File: src/rtl/wb_commit_ctrl.sv
// Writeback-stage commit controller: exception prioritisation, CSR requests, RF commit, flush.
// Optional WB_EXC_CNT_EN adds a free-running exception counter output exc_cnt.
module wb_commit_ctrl #(
    parameter int unsigned RF_AW  = 5,
    parameter int unsigned CSR_NW = 14
) (
    input  logic              clk,
    input  logic              resetn,
`ifdef WB_EXC_CNT_EN
    output logic [31:0]       exc_cnt,
`endif
    input  logic              ms_valid,
    output logic              ws_allowin,
    input  logic [31:0]       ms_pc,
    input  logic [4:0]        ms_exc,
    input  logic [31:0]       ms_vaddr,
    input  logic              ms_is_ertn,
    input  logic [1:0]        ms_csr_op,
    input  logic [CSR_NW-1:0] ms_csr_num,
    input  logic [31:0]       ms_rj_value,
    input  logic [31:0]       ms_rkd_value,
    input  logic              ms_rf_we,
    input  logic [RF_AW-1:0]  ms_rf_waddr,
    input  logic [31:0]       ms_result,
    input  logic              has_int,
    input  logic [31:0]       csr_rd_value,
    input  logic [31:0]       csr_eentry_pc,
    input  logic [31:0]       csr_eertn_pc,
    output logic [5:0]        exc,
    output logic              ertn_flush,
    output logic              csr_re,
    output logic [CSR_NW-1:0] csr_rd_num,
    output logic              csr_we,
    output logic [CSR_NW-1:0] csr_wr_num,
    output logic [31:0]       csr_wr_mask,
    output logic [31:0]       csr_wr_value,
    output logic [31:0]       wb_pc,
    output logic [31:0]       wb_fault_vaddr,
    output logic              rf_we,
    output logic [RF_AW-1:0]  rf_waddr,
    output logic [31:0]       rf_wdata,
    output logic              flush,
    output logic [31:0]       flush_pc,
    input  logic              flush_ack
);

    typedef enum logic [0:0] {StRun, StFlushWait} state_e;

    state_e             state_q;
    logic               ws_valid_q;
    logic [31:0]        pc_q;
    logic [4:0]         exc_q;
    logic [31:0]        vaddr_q;
    logic               ertn_q;
    logic [1:0]         csr_op_q;
    logic [CSR_NW-1:0]  csr_num_q;
    logic [31:0]        rj_q;
    logic [31:0]        rkd_q;
    logic               rf_we_q;
    logic [RF_AW-1:0]   rf_waddr_q;
    logic [31:0]        result_q;
    logic [31:0]        flush_pc_q;

    logic               run;
    logic               active;
    logic               int_t;
    logic               ex_any;
    logic               commit_flush;
    logic [31:0]        redirect_pc;

    assign run        = (state_q == StRun);
    assign active     = ws_valid_q & run;
    assign int_t      = has_int & active;
    assign ws_allowin = 1'b1;

    // ms_exc bit positions already match exc[4:0]; only the priority order differs.
    always_comb begin
        exc = 6'b0;
        if (active) begin
            if (int_t)         exc[5] = 1'b1;
            else if (exc_q[4]) exc[4] = 1'b1;
            else if (exc_q[1]) exc[1] = 1'b1;
            else if (exc_q[0]) exc[0] = 1'b1;
            else if (exc_q[2]) exc[2] = 1'b1;
            else if (exc_q[3]) exc[3] = 1'b1;
        end
    end

    assign ex_any       = |exc;
    assign ertn_flush   = active & ertn_q & ~ex_any;
    assign commit_flush = ex_any | ertn_flush;
    assign redirect_pc  = ex_any ? csr_eentry_pc : csr_eertn_pc;

    assign flush    = commit_flush | (state_q == StFlushWait);
    assign flush_pc = commit_flush ? redirect_pc : flush_pc_q;

    assign csr_re       = active & (csr_op_q != 2'b00);
    assign csr_rd_num   = csr_num_q;
    assign csr_wr_num   = csr_num_q;
    assign csr_we       = active & csr_op_q[1] & ~ex_any;
    assign csr_wr_value = rkd_q;

    always_comb begin
        csr_wr_mask = 32'h0;
        if (csr_op_q == 2'b10)      csr_wr_mask = 32'hFFFF_FFFF;
        else if (csr_op_q == 2'b11) csr_wr_mask = rj_q;
    end

    // CSR ops write back the pre-write CSR value read combinationally this cycle.
    assign rf_we          = active & rf_we_q & ~ex_any;
    assign rf_waddr       = rf_waddr_q;
    assign rf_wdata       = (csr_op_q != 2'b00) ? csr_rd_value : result_q;
    assign wb_pc          = pc_q;
    assign wb_fault_vaddr = vaddr_q;

    always_ff @(posedge clk or negedge resetn) begin
        if (!resetn) begin
            state_q    <= StRun;
            ws_valid_q <= 1'b0;
            pc_q       <= '0;
            exc_q      <= '0;
            vaddr_q    <= '0;
            ertn_q     <= 1'b0;
            csr_op_q   <= '0;
            csr_num_q  <= '0;
            rj_q       <= '0;
            rkd_q      <= '0;
            rf_we_q    <= 1'b0;
            rf_waddr_q <= '0;
            result_q   <= '0;
            flush_pc_q <= '0;
        end else begin
            case (state_q)
                StRun: begin
                    ws_valid_q <= ms_valid & ws_allowin;
                    if (ms_valid & ws_allowin) begin
                        pc_q       <= ms_pc;
                        exc_q      <= ms_exc;
                        vaddr_q    <= ms_vaddr;
                        ertn_q     <= ms_is_ertn;
                        csr_op_q   <= ms_csr_op;
                        csr_num_q  <= ms_csr_num;
                        rj_q       <= ms_rj_value;
                        rkd_q      <= ms_rkd_value;
                        rf_we_q    <= ms_rf_we;
                        rf_waddr_q <= ms_rf_waddr;
                        result_q   <= ms_result;
                    end
                    if (commit_flush) begin
                        flush_pc_q <= redirect_pc;
                        if (!flush_ack) state_q <= StFlushWait;
                    end
                end
                StFlushWait: begin
                    ws_valid_q <= 1'b0;
                    if (flush_ack) state_q <= StRun;
                end
                default: state_q <= StRun;
            endcase
        end
    end

`ifdef WB_EXC_CNT_EN
    always_ff @(posedge clk or negedge resetn) begin
        if (!resetn)     exc_cnt <= '0;
        else if (ex_any) exc_cnt <= exc_cnt + 32'd1;
    end
`endif

endmodule

File: config.mk
export PLATFORM = sky130hd
export DESIGN_NAME = wb_commit_ctrl
export DESIGN_NICKNAME = d
export VERILOG_FILES = /design/src/rtl/wb_commit_ctrl.sv
export SDC_FILE = /design/constraint.sdc
export NUM_CORES = 1
export LEC_CHECK = 0
export BUFFER_PORTS_ARGS = -buffer_cell sky130_fd_sc_hd__buf_2
export CAP_MARGIN = 20
export CORE_AREA = 2 2 202 204
export CTS_CLUSTER_DIAMETER = 150
export DETAILED_ROUTE_END_ITERATION = 6
export DIE_AREA = 0 0 204 206
export SYNTH_ARGS = -nofsm -noshare
export SYNTH_HDL_FRONTEND = slang
export SYNTH_SLANG_ARGS = --single-unit
File: constraint.sdc
create_clock -name clk -period 2.4 [get_ports clk]
set_input_delay 0 -clock clk [delete_from_list [all_inputs] [get_ports clk]]
set_output_delay 0 -clock clk [all_outputs]
set_load 0.02 [all_outputs]
==> impl_metrics.toml <==
[sta]
worst-slew-pin-transition_ns = 0.622
whs_ns = 0.00551
fmax_mhz = 426
rsz0062_at_grt = "true"
finalHoldViolCount = 0
finalCriticalPeriod_ns = 2.35
slew_headroom_pct = 58.5
clock_skew_ns = 0.0188
slew_violations = 0
setup_viol_count_final = 0
period_share_pct = 97.7

[critical_path]
r2r_setup_slack_ns = 0.05
crit_slowest_cell = "dlygate4sd3_1"
r2r_cells = 6
arrival_ns = 2.76
crit_chain = "nor4_4, nor3b_4, buf_6, buf_12, o221ai_1, dlygate4sd3_1"
start_kind = "flip-flop"
worstPathRequired_ns = 2.82
worst-path-max-fanout = 33
r2r_start = "exc_q[0]$_DFFE_PN0P_"
critical-path-max-stage-delay_ns = 0.58
critPathTopFamily = "buffers and inverters"
endpoint_kind = "flip-flop"
r2r-end = "flush_pc_q[23]$_DFFE_PN0N_"
crit_buf_inv = 3
critical_path_class = "flip-flop to flip-flop"

[route]
wl_um = 35100
wl_per_cell_um = 16.7
dr.pass1.iters = 5
drtIter0Drc = 516
drcViolationCount = 0
viasPerCell = 4.49
postRouteAntennaNets = 0
route.vias.total = 9456

[clock_tree]
clkLatencyLatePin_ns = 0.55
clk_pin_slew_ns = 0.06
cts_tree = "built"
cts_made_buffers = 27
numClockSinks = 222
h-tree-depth = 1
cts_max_path_buffers = 3
root_buffer = "clkbuf_16"

[pwr]
cellLeakagePower_nw = 7.85
p_per_area_mw_per_mm2 = 743
peakVddDrop_v = 0.000512
power.total_mw = 12.3

[synthesis]
synth_commonest_cells = "222 x dfrtp_1, 188 x mux2_2, 64 x inv_1, 64 x nand2_1, 64 x o221ai_1"
ys_ff_latch = 222
syn-cell-area_mm2 = 0.00986
synth-edff-count = 0
yosys_most_used_dff = "dfrtp_1"
seq_area_frac_synth_pct = 56.4
syn_nets = 1088
synthArstFlopShare_pct = 100
postSynthAreaPerCell_um2 = 12.3
yosysTopAreaCellShare_pct = 56.4
netlist_instances = 799
yosysTopAreaCell = "dfrtp_1"
synth.most_common_cell = "dfrtp_1"
synthTopCellsByArea = "dfrtp_1 56%, mux2_2 21%, o221ai_1 5.7%"
synth_cell_type_count = 27
ys_warn_count = 0

[global_routing]
grt_use_total_pct = 15.4
grt_first_pass_wirelength_um = 51900
grt_pass1_vias = 9918
antenna_found_initial = 3
busiest_layer = "met2"
use_met1_pct = 17.3
met2_usage_pct = 28.6
grt.met3_usage_pct = 3.33
overflow = 0
grt_max_degree = 74

[die]
die-height_um = 206
die_w_um = 204
core_area_mm2 = 0.0402
die_area_mm2 = 0.0420
initial_utilization_pct = 24.5
fp-row-count = 74
io_pins = 526

[placement]
dp_cells = 1802
port_buffers = 524
dpl.hpwl_um = 23100
finalWeightedCongestion = 0.797

[final_layout]
final_cell_count_no_fill = 2104
drive_gt1_share_pct = 50.3
area_growth_syn_to_layout_pct = 68.0
nets = 1846

[run]
maxCapViolations = 0

[min_path]
min_path_type = "primary input to asynchronous set/reset pin"

[outcome]
status = "completed"
==> power by group <==
group | total, mW | internal (mW) | switching [mW]
Sequential | 4.65 | 4.34 | 0.311
Clock | 3.90 | 2.31 | 1.59
Combinational | 3.75 | 1.71 | 2.04
==> worst max-delay path by stage <==
stage | endpoint | slack [ns] | cells after the start | from
2_1_floorplan | flush_pc[0] | 0.67 | 4 | exc_q[0]$_DFFE_PN0P_
3_3_place_gp | flush_pc[5] | 0.64 | 5 | exc_q[0]$_DFFE_PN0P_
3_5_place_dp | flush_pc[5] | 0.59 | 5 | exc_q[0]$_DFFE_PN0P_
4_1_cts | flush_pc[5] | 0.02 | 5 | exc_q[3]$_DFFE_PN0P_
5_1_grt | flush_pc_q[18]$_DFFE_PN0N_ | -0.01 | 6 | exc_q[0]$_DFFE_PN0P_
6_report | flush_pc_q[23]$_DFFE_PN0N_ | 0.05 | 6 | exc_q[0]$_DFFE_PN0P_
==> cells by family after synthesis <==
kind of cell    count (synthesis)  synth area share, %
mux                           188                 21.5
flops                         222                 56.4
compound gates                131                 9.98
other cells                     1               0.0380
buf+inv                       140                 6.13
simple gates                  117                 6.00
==> metrics by stage <==
step           TNS, ns  worst slack (ns)  area (µm²)  utilization [%]
2_1_floorplan        0             0.668        9860                -
3_3_place_gp         0             0.639       13100             32.6
3_5_place_dp         0             0.589       13100             32.6
4_1_cts              0            0.0219       16500             41.0
5_1_grt         -0.128           -0.0138       16600             41.2
6_report             0            0.0547       16600             41.2
==> layout by cell type (no fill, tap or decap), drive strengths merged <==
cell / Yosys / layout
o21ba: 1 / 1
nor4: 2 / 2
and2: 2 / 2
nand4: 32 / 32
clkbuf: 43 / 32
o221ai: 64 / 64
conb: 1 / 1
nor3b: 3 / 3
or2: 1 / 1
mux2: 188 / 188
nor2b: 2 / 2
inv: 64 / 65
clkinvlp: 0 / 3
diode: 0 / 2
dfrtp: 222 / 222
dlygate4sd3: 0 / 254
buf: 33 / 550
clkinv: 0 / 5
a21oi: 1 / 1
o21ai: 32 / 32
nor4b: 1 / 1
bufinv: 0 / 2
nor2: 3 / 3
and3b: 1 / 1
nand2: 64 / 64
and3: 4 / 4
nand2b: 1 / 1
a21boi: 33 / 33
nor3: 1 / 1
==> registers in the layout, indices dropped and copies added, names as in the netlist <==
signal,cells
result_q,32
ertn_q,1
wb_pc,32
ws_valid_q,1
csr_rd_num,14
exc_q,5
flush_pc_q,32
csr_wr_value,32
rj_q,32
wb_fault_vaddr,32
rf_waddr,5
state_q,1
csr_op_q,2
rf_we_q,1
==> final cells by class <==
class,count,area [µm²]
diodes,2,5.00
clock inverters,11,116
well taps,532,666
multi-input cells,437,3740
inverters,64,240
repair buffers,805,5520
flip-flops and latches,222,5560
fillers,3793,23600
clock buffers,31,711
==> metal layers <==
metal | wire (µm) | part of all wire (%)
met1 | 13200 | 38
met2 | 18200 | 52
met3 | 2510 | 7.2
met4 | 1200 | 3.4
met5 | 11 | 0.031
==> repair_timing <==
| action | 4_1_cts | 5_1_grt |
|---|---|---|
| hold buffers | 254 | 0 |
| resized for setup | 0 | 9 |
| setup buffers | 0 | 1 |
| pin swaps | 1 | 1 |
| setup endpoints to repair | 1 | 42 |
| cloned | 0 | 3 |
| hold endpoints to repair | 443 | 0 |
No activity file was read; power rests on OpenSTA's default activity.
